**config.mk**
```make
export PLATFORM = sky130hd
export DESIGN_NAME = wb_port_arbiter
export DESIGN_NICKNAME = d
export VERILOG_FILES = /design/src/rtl/wb_pkg.sv /design/src/rtl/wb_fifo.sv /design/src/rtl/wb_port_arbiter.sv
export SDC_FILE = /design/constraint.sdc
export NUM_CORES = 1
export LEC_CHECK = 0
export BUFFER_PORTS_ARGS = -buffer_cell sky130_fd_sc_hd__buf_2
export CORE_AREA = 5 5 68 132
export DETAILED_ROUTE_END_ITERATION = 8
export DIE_AREA = 0 0 73 137
export PLACE_DENSITY = 0.87
export SLEW_MARGIN = 40
export SYNTH_ARGS = -nofsm -noshare
export SYNTH_HDL_FRONTEND = slang
export SYNTH_SLANG_ARGS = --single-unit
export TNS_END_PERCENT = 1
```
**constraint.sdc**
```tcl
create_clock -name clk -period 3.32 [get_ports clk]
set_clock_uncertainty 0.2 [all_clocks]
set_input_delay 0.664 -clock clk [delete_from_list [all_inputs] [get_ports clk]]
set_output_delay 0.664 -clock clk [all_outputs]
set_load 0.02 [all_outputs]
```
**src/rtl/wb_pkg.sv**
```systemverilog
// Shared types and default constants for the writeback port arbiter.
package wb_pkg;

   // One buffered register-file write: destination register plus value.
   typedef struct packed {
      logic [4:0]  rd;
      logic [31:0] data;
   } wb_req_t;

   // Cycles the MDU head may wait behind the pipeline before a forced drain.
   localparam int STARVE_LIMIT_DEF = 4;

   // Number of MDU results the arbiter can hold.
   localparam int FIFO_DEPTH_DEF = 2;

endpackage

```
**src/rtl/wb_fifo.sv**
```systemverilog
// Small circular buffer for MDU results. A per-slot valid vector and the
// destination register of every slot are exported so the parent can check
// decode-stage hazards against everything not yet written back.
module wb_fifo
   import wb_pkg::*;
#(
   parameter int DEPTH = FIFO_DEPTH_DEF
) (
   input  logic                         clk,
   input  logic                         rst_n,
   input  logic                         push,
   input  wb_req_t                      push_entry,
   input  logic                         pop,
   output wb_req_t                      head,
   output logic [$clog2(DEPTH+1)-1:0]   count,
   output logic                         full,
   output logic                         empty,
   output logic [DEPTH-1:0]             entry_valid,
   output logic [DEPTH*5-1:0]           entry_rd
);

   localparam int PTR_W = $clog2(DEPTH);
   localparam int CNT_W = $clog2(DEPTH+1);

   wb_req_t            mem [DEPTH];
   logic [PTR_W-1:0]   wr_ptr;
   logic [PTR_W-1:0]   rd_ptr;
   logic [DEPTH-1:0]   valid_next;
   logic               do_push;
   logic               do_pop;

   // Never write into a full buffer or read from an empty one.
   assign do_push = push & ~full;
   assign do_pop  = pop & ~empty;

   assign full  = (count == CNT_W'(DEPTH));
   assign empty = (count == '0);
   assign head  = mem[rd_ptr];

   // Storage holds data only; it needs no reset because validity is tracked separately.
   always_ff @(posedge clk) begin
      if (do_push) begin
         mem[wr_ptr] <= push_entry;
      end
   end

   // Next slot-valid vector: push and pop never target the same slot.
   always_comb begin
      valid_next = entry_valid;
      if (do_push) begin
         valid_next[wr_ptr] = 1'b1;
      end
      if (do_pop) begin
         valid_next[rd_ptr] = 1'b0;
      end
   end

   // Pointers, occupancy count and slot-valid bits.
   always_ff @(posedge clk or negedge rst_n) begin
      if (!rst_n) begin
         wr_ptr      <= '0;
         rd_ptr      <= '0;
         count       <= '0;
         entry_valid <= '0;
      end else begin
         entry_valid <= valid_next;
         if (do_push) begin
            wr_ptr <= wr_ptr + PTR_W'(1);
         end
         if (do_pop) begin
            rd_ptr <= rd_ptr + PTR_W'(1);
         end
         case ({do_push, do_pop})
            2'b10:   count <= count + CNT_W'(1);
            2'b01:   count <= count - CNT_W'(1);
            default: count <= count;
         endcase
      end
   end

   // Flatten the destination registers of all slots for the hazard compare.
   always_comb begin
      entry_rd = '0;
      for (int i = 0; i < DEPTH; i++) begin
         entry_rd[i*5 +: 5] = mem[i].rd;
      end
   end

endmodule

```
**src/rtl/wb_port_arbiter.sv**
```systemverilog
// Shares the single register-file write port between the pipeline writeback
// stage (zero latency, normally wins) and buffered multi-cycle-unit results.
// A starvation counter forces an MDU drain, stalling the pipeline for one
// cycle, once the buffered head has waited STARVE_LIMIT cycles.
module wb_port_arbiter
   import wb_pkg::*;
#(
   parameter int STARVE_LIMIT = STARVE_LIMIT_DEF,
   parameter int FIFO_DEPTH   = FIFO_DEPTH_DEF
) (
   input  logic        clk,
   input  logic        rst_n,
   input  logic        pipe_wr_en_WB,
   input  logic [4:0]  pipe_rd_WB,
   input  logic [31:0] write_data_WB,
   input  logic        mdu_valid,
   input  logic [4:0]  mdu_rd,
   input  logic [31:0] mdu_data,
   output logic        mdu_ready,
   input  logic [4:0]  hazard_rd,
   output logic        hazard_hit,
   output logic        pipe_stall_WB,
   output logic        rf_we,
   output logic [4:0]  rf_waddr,
   output logic [31:0] rf_wdata
);

   localparam int CNT_W = $clog2(FIFO_DEPTH+1);

   wb_req_t               push_entry;
   wb_req_t               head;
   logic [CNT_W-1:0]      count;
   logic                  full;
   logic                  empty;
   logic [FIFO_DEPTH-1:0] entry_valid;
   logic [FIFO_DEPTH*5-1:0] entry_rd;
   logic                  push;
   logic                  pop;
   logic                  live;
   logic                  force_drain;
   logic [3:0]            starve;

   // Ready depends only on the registered count, so a drain in the same
   // cycle cannot open a slot for a result arriving while full.
   assign mdu_ready = (count < CNT_W'(FIFO_DEPTH));
   assign push      = mdu_valid & mdu_ready & ~full;

   assign push_entry.rd   = mdu_rd;
   assign push_entry.data = mdu_data;

   // The head has waited long enough: take the port away from the pipeline.
   assign force_drain   = ~empty & (starve == 4'(STARVE_LIMIT));
   assign pipe_stall_WB = force_drain;

   // A pipeline write to r0 is a no-op and leaves the port free for the MDU.
   assign live = rst_n & pipe_wr_en_WB & (pipe_rd_WB != 5'd0) & ~force_drain;
   assign pop  = ~empty & (force_drain | ~live);

   wb_fifo #(
      .DEPTH (FIFO_DEPTH)
   ) u_fifo (
      .clk         (clk),
      .rst_n       (rst_n),
      .push        (push),
      .push_entry  (push_entry),
      .pop         (pop),
      .head        (head),
      .count       (count),
      .full        (full),
      .empty       (empty),
      .entry_valid (entry_valid),
      .entry_rd    (entry_rd)
   );

   // Register-file port mux; an MDU result for r0 is dropped silently.
   always_comb begin
      rf_we    = 1'b0;
      rf_waddr = 5'd0;
      rf_wdata = 32'd0;
      if (live) begin
         rf_we    = 1'b1;
         rf_waddr = pipe_rd_WB;
         rf_wdata = write_data_WB;
      end else if (pop && (head.rd != 5'd0)) begin
         rf_we    = 1'b1;
         rf_waddr = head.rd;
         rf_wdata = head.data;
      end
   end

   // Hazard compare against every buffered result, including one leaving this cycle.
   always_comb begin
      hazard_hit = 1'b0;
      for (int i = 0; i < FIFO_DEPTH; i++) begin
         if (entry_valid[i] && (entry_rd[i*5 +: 5] == hazard_rd)) begin
            hazard_hit = 1'b1;
         end
      end
      if (hazard_rd == 5'd0) begin
         hazard_hit = 1'b0;
      end
   end

   // Starvation counter: counts cycles a buffered head is passed over.
   always_ff @(posedge clk or negedge rst_n) begin
      if (!rst_n) begin
         starve <= 4'd0;
      end else if (pop || empty) begin
         starve <= 4'd0;
      end else if (starve != 4'hF) begin
         starve <= starve + 4'd1;
      end
   end

endmodule

```
==> flow_metrics.py <==
metrics = {
    "outcome": {
        "outcome": "completed",
    },
    "sta": {
        "setup_viol": 0,
        "relSlewSlack_pct": 65.61,
        "fin_ws_ps": 245.0,
        "fmax_mhz": 325.2,
        "slew_violations": 0,
        "tightest_slew_ps": 515.8,
        "hold_violations": 0,
        "min_period_ps": 3075,
        "rsz0062_at_grt": "false",
        "timing.final.crit_share_pct": 92.62,
        "finalSetupTns_ps": 0,
    },
    "global_routing": {
        "grt-ovfl-total": 0,
        "grt_usage_pct": 16.58,
        "grt_pass1_vias": 2633,
        "grt_pass1_wl_mm": 12.42,
        "grt_max_degree": 39,
        "antenna_found_initial": 0,
    },
    "worst_setup_path": {
        "r2r_start": "starve[0]$_DFFE_PN0P_",
        "regToRegSetupSlack_ps": 950,
        "crit_required_ps": 2460,
        "crit_arrival_ps": 2210,
        "start_kind": "primary input",
        "worstSetupStartpoint": "pipe_rd_WB[1]",
        "path_class": "primary input to primary output",
        "r2r_cells": 9,
        "worst_setup_path_end_kind": "primary output",
        "crit_fanout": 18,
        "r2r_end": "u_fifo.count[1]$_DFFE_PN0P_",
        "endpoint": "rf_wdata[31]",
    },
    "placement": {
        "gp_congestion": 0.8942,
        "dp_slack_ps": 242.0,
        "io_buffer_count": 123,
        "hpwl_mm": 5.877,
    },
    "power": {
        "leakage_nw": 1.991,
        "peakVddDrop_mv": 0.4387,
        "powerDensity_nw_per_um2": 783.5,
    },
    "synth": {
        "synth_cells": 235,
        "synthFlopType": "edfxtp_1",
        "post-synth-top-area-cell": "edfxtp_1",
        "synth.most_common_cell": "edfxtp_1",
        "ys.warnings.count": 0,
        "synth_seq_cells": 84,
        "syn_area_per_cell_sq_um": 16.65,
        "syn-cell-area_sq_um": 3914,
        "yosysSeqAreaShare_pct": 63.17,
        "synth_top_area_share_pct": 56.78,
        "synth-edff-count": 74,
        "synthArstFlopShare_pct": 11.90,
        "syn-num-nets": 321,
        "synth_area_leaders": "edfxtp_1 (57%), o2bb2ai_2 (11%), mux2i_1 (9.7%), dfrtp_1 (6.4%), o2bb2ai_1 (1.8%)",
        "synth_common_cells": "edfxtp_1 (74), mux2i_1 (38), o2bb2ai_2 (29)",
        "synth.distinct_cells": 35,
    },
    "floorplan": {
        "die_h_um": 137,
        "coreArea_sq_um": 7828,
        "pin_count": 124,
        "rows": 46,
        "die_w_um": 73,
        "start_util_pct": 50.00,
        "dieArea_sq_um": 10000,
    },
    "drt": {
        "drt_iter0_markers": 99,
        "dr.pass1.iters": 4,
        "ant_nets": 0,
        "drt-vias-per-instance": 5.282,
        "wl_per_cell_um": 16.85,
        "drt_wl_total_mm": 7.836,
        "drc_errors": 0,
        "routed-via-count": 2456,
    },
    "clock_network": {
        "clockBufferDepth": 2,
        "h-tree-depth": 3,
        "cts_tree": "done",
        "cts_setup_buffers": 0,
        "clkLatencyLatePin_ps": 330,
        "numCtsBuffers": 9,
        "clock_sinks": 84,
        "root_buffer": "clkbuf_16",
        "path_clk_slew_ps": 50,
    },
    "worst_hold_path": {
        "hp-start": "u_fifo.entry_valid[0]$_DFF_PN0_",
        "worst_hold_path_type": "flip-flop to flip-flop",
    },
    "finish": {
        "areaGrowthSynthToFinish_pct": 25.45,
        "antennaDiodeCount": 0,
        "drive_gt1_share_pct": 49.32,
        "final_nets": 451,
    },
    "run": {
        "drv_cap": 0,
    },
}
## state kept, by name, summed over array words and instances, names as in the netlist
| register | cells |
|---|---|
| starve | 4 |
| u_fifo.count | 2 |
| u_fifo.entry_valid | 2 |
| u_fifo.mem | 74 |
| u_fifo.rd_ptr | 1 |
| u_fifo.wr_ptr | 1 |
## cell families (layout without fill, tap and decap cells)
logic type	Yosys count	count (layout)	share of synthesized area, %
compound gates	44	44	14.80
xor+xnor	16	16	3.581
fa+ha+maj	3	3	0.9592
buf+inv	17	151	2.397
mux	38	38	9.719
flops	84	84	63.17
simple gates	33	33	5.371
## timing repair
item / 4_1_cts / 5_1_grt
resized for setup: 0 / 0
endpoints found under the hold margin: 10 / 0
hold buffers: 1 / 0
## metrics by stage
| step | hold slack [ps] | utilization (%) | area [sq um] | power (mW) | instances |
|---|---|---|---|---|---|
| global placement | 284.2 | 59.24 | 4637 | 2.986 | 449 |
| CTS | 298.4 | 62.72 | 4910 | 3.891 | 465 |
| floorplan | 168.4 | - | 3914 | 2.596 | 235 |
| finish | 298.8 | 62.72 | 4910 | 3.847 | 465 |
| global route | 308.0 | 62.72 | 4910 | 4.054 | 465 |
| detailed placement | 286.3 | 59.29 | 4641 | 3.031 | 449 |
## placed cells by master, fill, tap and decap left out, types with 2 or more instances in the layout
cell type  count
nor2_1         4
nand2_1        3
nor3_1         4
xor2_1         8
mux2i_1       38
nor4_1         4
clkinv_2       2
o2bb2ai_2     29
xnor2_1        8
inv_1          5
clkbuf_16      9
dfrtp_1        9
o2bb2ai_1      8
buf_4          7
edfxtp_1      74
nor2_2         2
buf_2        123
a21oi_1        2
ha_1           3
nand3_1        5
## final cells by class
type | instances | area [sq um]
sequential | 84 | 2474
tap | 96 | 120.1
inverter | 5 | 18.77
timing repair buffer | 131 | 678.2
clock buffer | 10 | 229.0
clock inverter | 5 | 30.03
fill | 611 | 2918
multi-input combinational | 134 | 1360
## routing by layer
| layer | wire length, um | part of all wire, % | global-route usage (%) | vias up |
|---|---|---|---|---|
| li1 | - | - | - | 1193 |
| met2 | 3585 | 46 | 25.52 | 122 |
| met4 | 218 | 2.8 | 7.700 | 0 |
| met5 | 0 | 0 | 0 | - |
| met3 | 742 | 9.5 | 5.588 | 14 |
| met1 | 3289 | 42 | 20.79 | 1127 |
## power breakdown
group	switching (mW)	internal, mW
Combinational	0.915	0.571
Clock	0.357	0.497
Sequential	0.114	1.39
## worst max-delay path: stages
cell	delay [ps]
buf_2	110
or4_4	570
nor2_8	150
o221ai_4	130
buf_4	240
o2bb2ai_1	170
buf_2	180
## how the worst min path moves through the flow
stage	to	slack (ps)	depth (start not counted)
finish	u_fifo.entry_valid[0]$_DFF_PN0_	300	1
global route	u_fifo.mem[1][5]$_DFFE_PP_	310	1
detailed placement	u_fifo.entry_valid[0]$_DFF_PN0_	290	1
CTS	u_fifo.entry_valid[0]$_DFF_PN0_	300	1
floorplan	starve[0]$_DFFE_PN0P_	170	0
global placement	u_fifo.entry_valid[0]$_DFF_PN0_	280	1
Power figures use the tool's default switching activity.
